<file path="config.mk">
export PLATFORM = sky130hd
export DESIGN_NAME = stage_sequencer
export DESIGN_NICKNAME = d
export VERILOG_FILES = /design/src/rtl/stage_sequencer.sv
export SDC_FILE = /design/constraint.sdc
export NUM_CORES = 1
export LEC_CHECK = 0
export ABC_AREA = 1
export BUFFER_PORTS_ARGS = -buffer_cell sky130_fd_sc_hd__buf_4
export CORE_ASPECT_RATIO = 1.5
export CORE_UTILIZATION = 44
export CTS_CLUSTER_DIAMETER = 30
export DETAILED_ROUTE_END_ITERATION = 12
export MAX_ROUTING_LAYER = met4
export PLACE_DENSITY = 0.74
export SYNTH_ARGS = -nofsm -noshare
export SYNTH_HDL_FRONTEND = slang
export SYNTH_SLANG_ARGS = --single-unit
</file>
<file path="constraint.sdc">
create_clock -name clk -period 1.3 [get_ports clk]
set_clock_uncertainty 0.05 [all_clocks]
set_input_delay 0.065 -clock clk [delete_from_list [all_inputs] [get_ports clk]]
set_output_delay 0.065 -clock clk [all_outputs]
set_load 0.03 [all_outputs]
</file>
<file path="src/rtl/stage_sequencer.sv">
// Multi-cycle instruction stage sequencer: IF/ID/EX/MEM/WB control FSM with
// stall freeze, memory handshakes, halt state and a retired-instruction counter.
module stage_sequencer (
    input  logic        clk,
    input  logic        reset,
    input  logic        stall,
    input  logic        imem_ready,
    input  logic        dmem_ready,
    input  logic        mem_read,
    input  logic        mem_write,
    input  logic        reg_write,
    input  logic        push,
    input  logic        pop,
    input  logic        halt,
    output logic [2:0]  stage,
    output logic        ir_write,
    output logic        pc_write,
    output logic        imem_req,
    output logic        dmem_req,
    output logic        reg_write_en,
    output logic        stack_en,
    output logic        halted,
    output logic [15:0] retired
);

    typedef enum logic [2:0] {
        S_IF   = 3'b000,
        S_ID   = 3'b001,
        S_EX   = 3'b010,
        S_MEM  = 3'b011,
        S_WB   = 3'b100,
        S_HALT = 3'b101
    } state_t;

    state_t      r_state;
    state_t      w_next;
    logic [15:0] r_retired;
    logic        w_mem_access;
    logic        w_retire;

    assign w_mem_access = mem_read | mem_write;

    // Stall freezes everything; reset wins over stall so a wedged core can always be recovered.
    always_ff @(posedge clk) begin
        if (reset) begin
            r_state   <= S_IF;
            r_retired <= 16'h0000;
        end else if (!stall) begin
            r_state <= w_next;
            if (w_retire) begin
                r_retired <= r_retired + 16'd1;
            end
        end
    end

    always_comb begin
        w_next       = r_state;
        w_retire     = 1'b0;
        ir_write     = 1'b0;
        pc_write     = 1'b0;
        imem_req     = 1'b0;
        dmem_req     = 1'b0;
        reg_write_en = 1'b0;
        stack_en     = 1'b0;
        halted       = 1'b0;
        case (r_state)
            S_IF: begin
                imem_req = 1'b1;
                if (imem_ready) begin
                    ir_write = !stall;
                    w_next   = S_ID;
                end
            end
            S_ID: begin
                w_next = halt ? S_HALT : S_EX;
            end
            S_EX: begin
                // push and pop together still give one strobe; the stack resolves the conflict.
                stack_en = (push | pop) & !stall;
                w_next   = S_MEM;
            end
            S_MEM: begin
                // Request stays decoded from state during a stall so the memory sees a steady request.
                dmem_req = w_mem_access;
                if (!w_mem_access || dmem_ready) begin
                    w_next = S_WB;
                end
            end
            S_WB: begin
                pc_write     = !stall;
                reg_write_en = reg_write & !stall;
                w_retire     = 1'b1;
                w_next       = S_IF;
            end
            S_HALT: begin
                halted = 1'b1;
            end
            default: begin
                w_next = S_IF;
            end
        endcase
    end

    assign stage   = r_state;
    assign retired = r_retired;

endmodule
</file>
==> impl_metrics.yaml, run 1 <==
route:
  wl_per_cell_um: 14.0
  ant_nets: 0
  firstDrtPassIters: 6
  route.vias.total: 1355
  viasPerCell: 5.36
  wirelength_mm: 3.55
  drtIter0Drc: 36
  drc: 0
power_and_ir_drop:
  ir_drop_uv: 832
  p_sw_w: 0.000516
  clockPowerShare: 0.215
  p_per_area_nw_per_um2: 799
  combPwrFrac: 0.362
  seq_power_share: 0.423
  leakagePower_nw: 0.872
  swShare: 0.348
  intPower_w: 0.000966
setup_path:
  path_class: "reg2out"
  worstRegToRegCells: 7
  cp-start-kind: "flip-flop"
  path_max_fanout: 6
  end_kind: "output port"
  cp.required_ps: 1190
  r2r_slack_ps: -70
  r2r_start: "stage[0]"
  crit_slowest_cell: "dfxtp_4"
  path_cells: "buf_6 -> nor4_2 -> buf_4"
  r2r_end: "stage[1]"
  cp.arrival_ps: 1280
  slowest_delay_ps: 390
outcome:
  violations: "negative setup slack"
  status: "finished with violations"
die:
  die_h_um: 63.0
  fp.dieW_um: 42.6
  fp-row-count: 21
  design.core.area_um2: 2290
  die_area_um2: 2680
  start_util: 0.477
  ioPinCount: 37
min_path:
  hold_end: "stage[1]"
  hp-start: "halt"
  hold_depth: 4
  hold_class: "in2reg"
sta:
  worst_pin_slew_ps: 340
  setup-tns-final_ps: -684
  fin_crit_sh: 1.07
  hold_viol: 0
  slew_viol_final: 0
  fmax_mhz: 717
  max_slew_margin: 0.771
  holdWs_ps: 121
  rsz0062_at_grt: "yes"
  post-route-min-period_ps: 1390
  setup_viol: 15
  fin_ws_ps: -93.9
placed_design:
  place.gp.congestion: 0.868
  hpwl_mm: 2.20
  port_buffers: 36
synth:
  synth_area_leaders: "dfxtp_1 35%, nand2_1 13%, nor2_1 13%"
  synth_top_cell_by_area: "dfxtp_1"
  ys_types: 21
  synth_top_area_share: 0.349
  synth_warnings: 0
  syn_inst: 170
  synth_area_um2: 1090
  syn_avg_cell_area_um2: 6.41
  synth-seq-cells: 19
  synth_nets: 182
  ys_seq_area_frac: 0.349
finish:
  nNetsFinal: 243
  diodes: 0
  syn2layout_area_growth_pct: 70.0
  final_common_cell: "buf_4"
  layout-drive-gt1-share: 0.496
  final_cell_mix: "42 x buf_4, 33 x nand2_1, 31 x nor2_1"
grt:
  grt_max_degree: 13
  antenna_found_initial: 0
  grt_pass1_vias: 1199
  grt-ovfl-total: 0
  grt_usage: 0.247
  grt_pass1_wl_mm: 5.07
cts:
  cts_tree: "done"
  cts_sinks: 19
  worstSkewPairLatency_ps: 310
  clk_pin_slew_ps: 110
  cts_buffers: 3
  cts_htree_levels: 1
  clockRootBuffer: "clkbuf_4"
  cts_buffer_depth: 2
flow_run:
  drv_cap: 0
-- worst max path at each step --
stage / start / end / slack, ps
finish: stage[1] / ir_write / -90
global route: stage[0] / stage[1] / -170
CTS: stage[0] / retired[11] / -110
detailed placement: retired[1] / retired[10] / -20
global placement: retired[1] / retired[10] / 50
floorplan: retired[1] / retired[10] / -20
-- through the flow --
stage | worst slack [ps] | area (um^2) | total power [W] | util | std cells
floorplan | -16.3 | 1170 | 0.000853 | - | 170
global placement | 47.3 | 1490 | 0.000973 | 0.653 | 232
detailed placement | -17.2 | 1490 | 0.000981 | 0.653 | 232
CTS | -106 | 1680 | 0.00138 | 0.733 | 246
global route | -167 | 1850 | 0.00154 | 0.811 | 253
finish | -93.9 | 1850 | 0.00148 | 0.811 | 253
-- power groups by stage --
stage / logic (W) / clock network [W] / registers [W]
floorplan: 0.000182 / 0 / 0.000671
global placement: 0.000333 / 0 / 0.000640
detailed placement: 0.000340 / 0 / 0.000641
CTS: 0.000433 / 0.000326 / 0.000625
global route: 0.000568 / 0.000344 / 0.000628
finish: 0.000536 / 0.000318 / 0.000627
-- synth_stat cells --
master,number
ha_1,1
nor2_8,1
nor3b_2,1
nor4_1,1
nand2_4,1
xor2_1,2
a21oi_1,8
nand3b_4,1
dfxtp_1,19
inv_1,20
nor2_1,39
nand2_2,3
o21ai_0,7
o21bai_1,1
nand4_1,2
inv_2,2
buf_1,1
nor2_2,4
nor2_4,1
nand2_1,39
nand3_1,16
-- flip-flops by register name (all words and copies together) (netlist names) --
name and flops:
stage 3, retired 16
-- metal layers --
metal,vias to the layer above,part of all wire,GRT usage
met5,-,0,-
met2,51,0.58,0.424
met4,0,0.028,0.129
met3,13,0.045,0.0231
li1,655,-,-
met1,636,0.35,0.271
-- area by class of cell --
| type | count | area [um^2] |
|---|---|---|
| clock buffers | 3 | 22.5 |
| clock inverters | 1 | 6.26 |
| fillers | 159 | 433 |
| inverters | 22 | 90.1 |
| multi-input cells | 128 | 797 |
| flip-flops and latches | 19 | 404 |
| well taps | 23 | 28.8 |
| repair buffers | 57 | 504 |
-- critical path, delay by kind of cell (launching register included) --
family,cells,cell delay [ps]
simple gates,1,260
flops,1,390
buf+inv,2,320
-- what timing repair did --
action | 4_1_cts | 5_1_grt
buffers inserted | 10 | 7
endpoints found under the setup margin | 6 | 25
pin swaps | 5 | 14
hold buffers | 1 | 0
gates resized for setup | 18 | 34
hold endpoints to repair | 4 | 0
-- cell families (layout without fill, tap and decap cells) --
family                     after synthesis  after routing  synth area share
buffers and inverters                   23             83            0.0792
DFF                                     19             19             0.349
adders and majority gates                1              1            0.0115
xor gates and xnor gates                 2              2            0.0161
AOI/OAI and AO/OA                       16             16            0.0758
and+or+nand+nor                        109            109             0.468
Power figures use the tool's default switching activity.
==> run 2: changes to the inputs <==
--- a/config.mk
+++ b/config.mk
@@ -7,7 +7,7 @@
 export LEC_CHECK = 0
 export ABC_AREA = 1
 export BUFFER_PORTS_ARGS = -buffer_cell sky130_fd_sc_hd__buf_4
-export CORE_ASPECT_RATIO = 1.5
+export CORE_ASPECT_RATIO = 1.25
 export CORE_UTILIZATION = 44
 export CTS_CLUSTER_DIAMETER = 30
 export DETAILED_ROUTE_END_ITERATION = 12
==> impl_metrics.yaml, run 2 (synthesized netlist as in run 1, its figures left out) <==
setup_path:
  cp.required_ps: 1190
  path_max_fanout: 6
  slowest_delay_ps: 440
  cp-start-kind: "flip-flop"
  end_kind: "output port"
  crit_slowest_cell: "dfxtp_4"
  cp.arrival_ps: 1240
  path_cells: "buf_4 -> nand3_2 -> nor2_2 -> buf_6"
  path_class: "reg2out"
grt:
  grt_usage: 0.250
  grt_pass1_wl_mm: 4.92
  antenna_found_initial: 0
  grt_pass1_vias: 1169
  grt_max_degree: 11
  grt-ovfl-total: 0
finish:
  diodes: 0
  largest_reg_flops: 16
  final_core_util: 0.767
  nNetsFinal: 237
  syn2layout_area_growth_pct: 58.9
  final_cell_mix: "42 x buf_4, 32 x nand2_1, 30 x nor2_1"
  layout-drive-gt1-share: 0.451
  fillerInstances: 176
  final_common_cell: "buf_4"
cts:
  worstSkewPairLatency_ps: 300
  cts_htree_levels: 1
  cts_sinks: 19
  cts_tree: "done"
  clockRootBuffer: "clkbuf_4"
  cts_buffers: 3
  clk_pin_slew_ps: 100
  cts_buffer_depth: 2
sta:
  slew_viol_final: 0
  hold_viol: 0
  max_slew_margin: 0.848
  rsz0062_at_grt: "yes"
  setup_viol: 8
  setup-tns-final_ps: -245
  holdWs_ps: 69.5
  post-route-min-period_ps: 1360
  fmax_mhz: 737
  fin_crit_sh: 1.04
  worst_pin_slew_ps: 226
  fin_ws_ps: -56.1
power_and_ir_drop:
  clockPowerShare: 0.221
  swShare: 0.341
  p_total_w: 0.00137
  seq_power_share: 0.469
  ir_drop_uv: 580
  intPower_w: 0.000903
  p_per_area_nw_per_um2: 792
  p_sw_w: 0.000468
  combPwrFrac: 0.310
  leakagePower_nw: 0.846
die:
  start_util: 0.483
  fp-row-count: 19
  ioPinCount: 37
  fp.dieW_um: 46.5
  die_area_um2: 2680
  die_h_um: 57.6
  design.core.area_um2: 2260
min_path:
  hold_class: "in2reg"
placed_design:
  hpwl_mm: 2.22
  pre_cts_ws_ps: 18.3
  place.gp.congestion: 0.875
  port_buffers: 36
outcome:
  status: "finished with violations"
  violations: "negative setup slack"
route:
  drtIter0Drc: 24
  firstDrtPassIters: 4
  wirelength_mm: 3.22
  ant_nets: 0
  wl_per_cell_um: 12.6
  route.vias.total: 1290
  viasPerCell: 5.06
  drc: 0
flow_run:
  drv_cap: 0
## run 2: changes by cell type in the layout (fill, tap and decap cells not counted), moves of 3 or more
cell     before  now
inv_4         4    1
buf_6        11    8
nor2_2        4    9
nand3_1       7   11
nor2_4        9    5
nand3_2       8    5
## run 2: per-layer routing
| metal | wire length (um) | GRT usage | vias up |
|---|---|---|---|
| li1 | - | - | 644 |
| met2 | 1720 | 0.456 | 41 |
| met3 | 117 | 0.0218 | 7 |
| met4 | 57 | 0.0798 | 0 |
| met5 | 0 | - | - |
| met1 | 1330 | 0.271 | 598 |
## run 2: final timing paths
path              cells past startpoint  startpoint     endpoint  slack, ps
setup / recovery                      4    stage[1]     stack_en        -60
hold / removal                        4        halt     stage[1]         70
setup reg to reg                      9    stage[0]  retired[10]        -10
hold reg to reg                       2  retired[4]   retired[4]        470
## run 2: critical path: cells and delay by family, from the launching register on
kind / cells / cell delay (ps)
flip-flops: 1 / 440
buffers and inverters: 2 / 280
AND/OR/NAND/NOR: 2 / 230
## run 2: per-stage QoR
| stage | cells | instance area (um^2) |
|---|---|---|
| 6_report | 255 | 1730 |
| 2_1_floorplan | 170 | 1170 |
| 4_1_cts | 250 | 1610 |
| 3_3_place_gp | 239 | 1500 |
| 3_5_place_dp | 239 | 1500 |
| 5_1_grt | 255 | 1730 |
## run 2: layout make-up
type / instances / area, um^2 / area share
multi-input combinational: 128 / 752 / 0.434
clock buffer: 4 / 26.3 / 0.0152
timing repair buffer: 51 / 415 / 0.240
tap: 31 / 38.8 / 0.0224
inverter: 22 / 95.1 / 0.0549
sequential: 19 / 404 / 0.233
## run 2: power groups by stage
stage               combinational [W]  sequential [W]  clock, W
finish                       0.000425        0.000643  0.000303
CTS                          0.000361        0.000638  0.000299
global placement             0.000316        0.000644         0
detailed placement           0.000320        0.000645         0
floorplan                    0.000182        0.000671         0
global route                 0.000458        0.000646  0.000326
## run 2: repair_timing
| item | 4_1_cts | 5_1_grt |
|---|---|---|
| gates resized for setup | 13 | 25 |
| setup buffers | 6 | 5 |
| setup endpoints to repair | 6 | 19 |
| pin swaps | 5 | 5 |
| hold buffers | 1 | 0 |
| endpoints found under the hold margin | 4 | 0 |
==> run 3: changes to the inputs <==
--- a/config.mk
+++ b/config.mk
@@ -8,6 +8,7 @@
 export ABC_AREA = 1
 export BUFFER_PORTS_ARGS = -buffer_cell sky130_fd_sc_hd__buf_4
 export CORE_ASPECT_RATIO = 1.25
+export CORE_MARGIN = 5
 export CORE_UTILIZATION = 44
 export CTS_CLUSTER_DIAMETER = 30
 export DETAILED_ROUTE_END_ITERATION = 12
==> impl_metrics.yaml, run 3 (synthesized netlist as in run 1, its figures left out) <==
cts:
  cts_buffer_depth: 2
  clockRootBuffer: "clkbuf_4"
  clk_pin_slew_ps: 110
  cts_htree_levels: 1
  cts_buffers: 3
  worstSkewPairLatency_ps: 300
  cts_sinks: 19
  cts_tree: "done"
route:
  wl_per_cell_um: 14.3
  drtIter0Drc: 44
  firstDrtPassIters: 4
  drc: 0
  wirelength_mm: 3.77
  ant_nets: 0
  route.vias.total: 1344
  viasPerCell: 5.11
setup_path:
  cp-start-kind: "flip-flop"
  crit_slowest_cell: "dfxtp_4"
  end_kind: "output port"
  critical-path-top-delay-family: "flip-flops"
  critPathBufInv: 2
  slowest_delay_ps: 420
  path_max_fanout: 6
  path_cells: "inv_6 -> nand2_4 -> nor4_2 -> buf_4"
  cp.required_ps: 1190
  cp.arrival_ps: 1260
  path_class: "reg2out"
sta:
  rsz0062_at_grt: "yes"
  slew_viol_final: 0
  hold_viol: 0
  setup_viol: 13
  post-route-min-period_ps: 1380
  max_slew_margin: 0.687
  fmax_mhz: 726
  fin_ws_ps: -77.4
  worst_pin_slew_ps: 470
  setup-tns-final_ps: -353
  fin_crit_sh: 1.06
die:
  ioPinCount: 37
  start_util: 0.454
  die_area_um2: 3580
  die_h_um: 65.6
  fp-row-count: 20
  design.core.area_um2: 2400
  fp.dieW_um: 54.5
grt:
  grt-ovfl-total: 0
  antenna_found_initial: 0
  grt_usage: 0.215
  grt_max_degree: 16
  grt_pass1_wl_mm: 5.61
  grt_pass1_vias: 1265
placed_design:
  port_buffers: 36
  place.gp.congestion: 0.847
  hpwl_mm: 2.32
  placed_area_um2: 1490
power_and_ir_drop:
  p_per_area_nw_per_um2: 785
  ir_drop_uv: 579
  leakagePower_nw: 0.882
  p_total_w: 0.00142
finish:
  fillerInstances: 198
  fin_area_um2: 1810
  regArea_um2: 404
  diodes: 0
  syn2layout_area_growth_pct: 66.5
  layout-drive-gt1-share: 0.448
  final_cell_mix: "45 x buf_4, 34 x nand2_1, 32 x nor2_1"
  largest_reg_flops: 16
  final_core_util: 0.755
  nNetsFinal: 243
  multiInputGateArea_um2: 787
  final_common_cell: "buf_4"
outcome:
  violations: "negative setup slack"
  status: "finished with violations"
min_path:
  hold_class: "in2reg"
flow_run:
  drv_cap: 0
run 3: final cells by class:
type / instances / area share
Sequential cell: 19 / 0.223
Timing Repair Buffer: 56 / 0.254
Clock buffer: 4 / 0.0145
Tap cell: 33 / 0.0228
Multi-Input combinational cell: 129 / 0.434
Inverter: 22 / 0.0524
run 3: power by group:
group	switching (W)	internal, W	total, W
Combinational	0.000262	0.000209	0.000470
Clock	0.000185	0.000119	0.000305
Sequential	0.0000494	0.000600	0.000649
run 3: worst paths after layout:
check	end	depth (start not counted)	slack, ps	start
worst max-delay path	ir_write	4	-80	stage[2]
worst min-delay path	stage[1]	4	100	halt
worst max register to register	retired[10]	8	-70	retired[0]
worst min register to register	retired[15]	2	480	retired[15]
run 3: timing repair:
action,4_1_cts,5_1_grt
pin swaps,6,11
setup endpoints to repair,8,22
endpoints found under the hold margin,4,0
resized for setup,15,26
gates cloned,1,0
hold buffers,1,0
setup buffers,9,8
run 3: tightest hold or removal path: stages:
cell and delay (ps):
buf_4 90, o21ai_0 90, nor2_1 130, nor2_1 60
run 3: layer usage:
metal | routed length (um) | global-route usage | part of all wire
met1 | 1410 | 0.235 | 0.37
met3 | 213 | 0.0317 | 0.056
met2 | 2090 | 0.385 | 0.55
met4 | 63 | 0.0685 | 0.017
met5 | 0 | - | 0
run 3: stage by stage:
step,setup slack [ps],hold slack [ps],cells
floorplan,-16.3,79.2,170
global placement,43.8,213,240
detailed placement,-25.6,219,240
CTS,-50.1,34.9,255
global route,-164,114,263
finish,-77.4,101,263
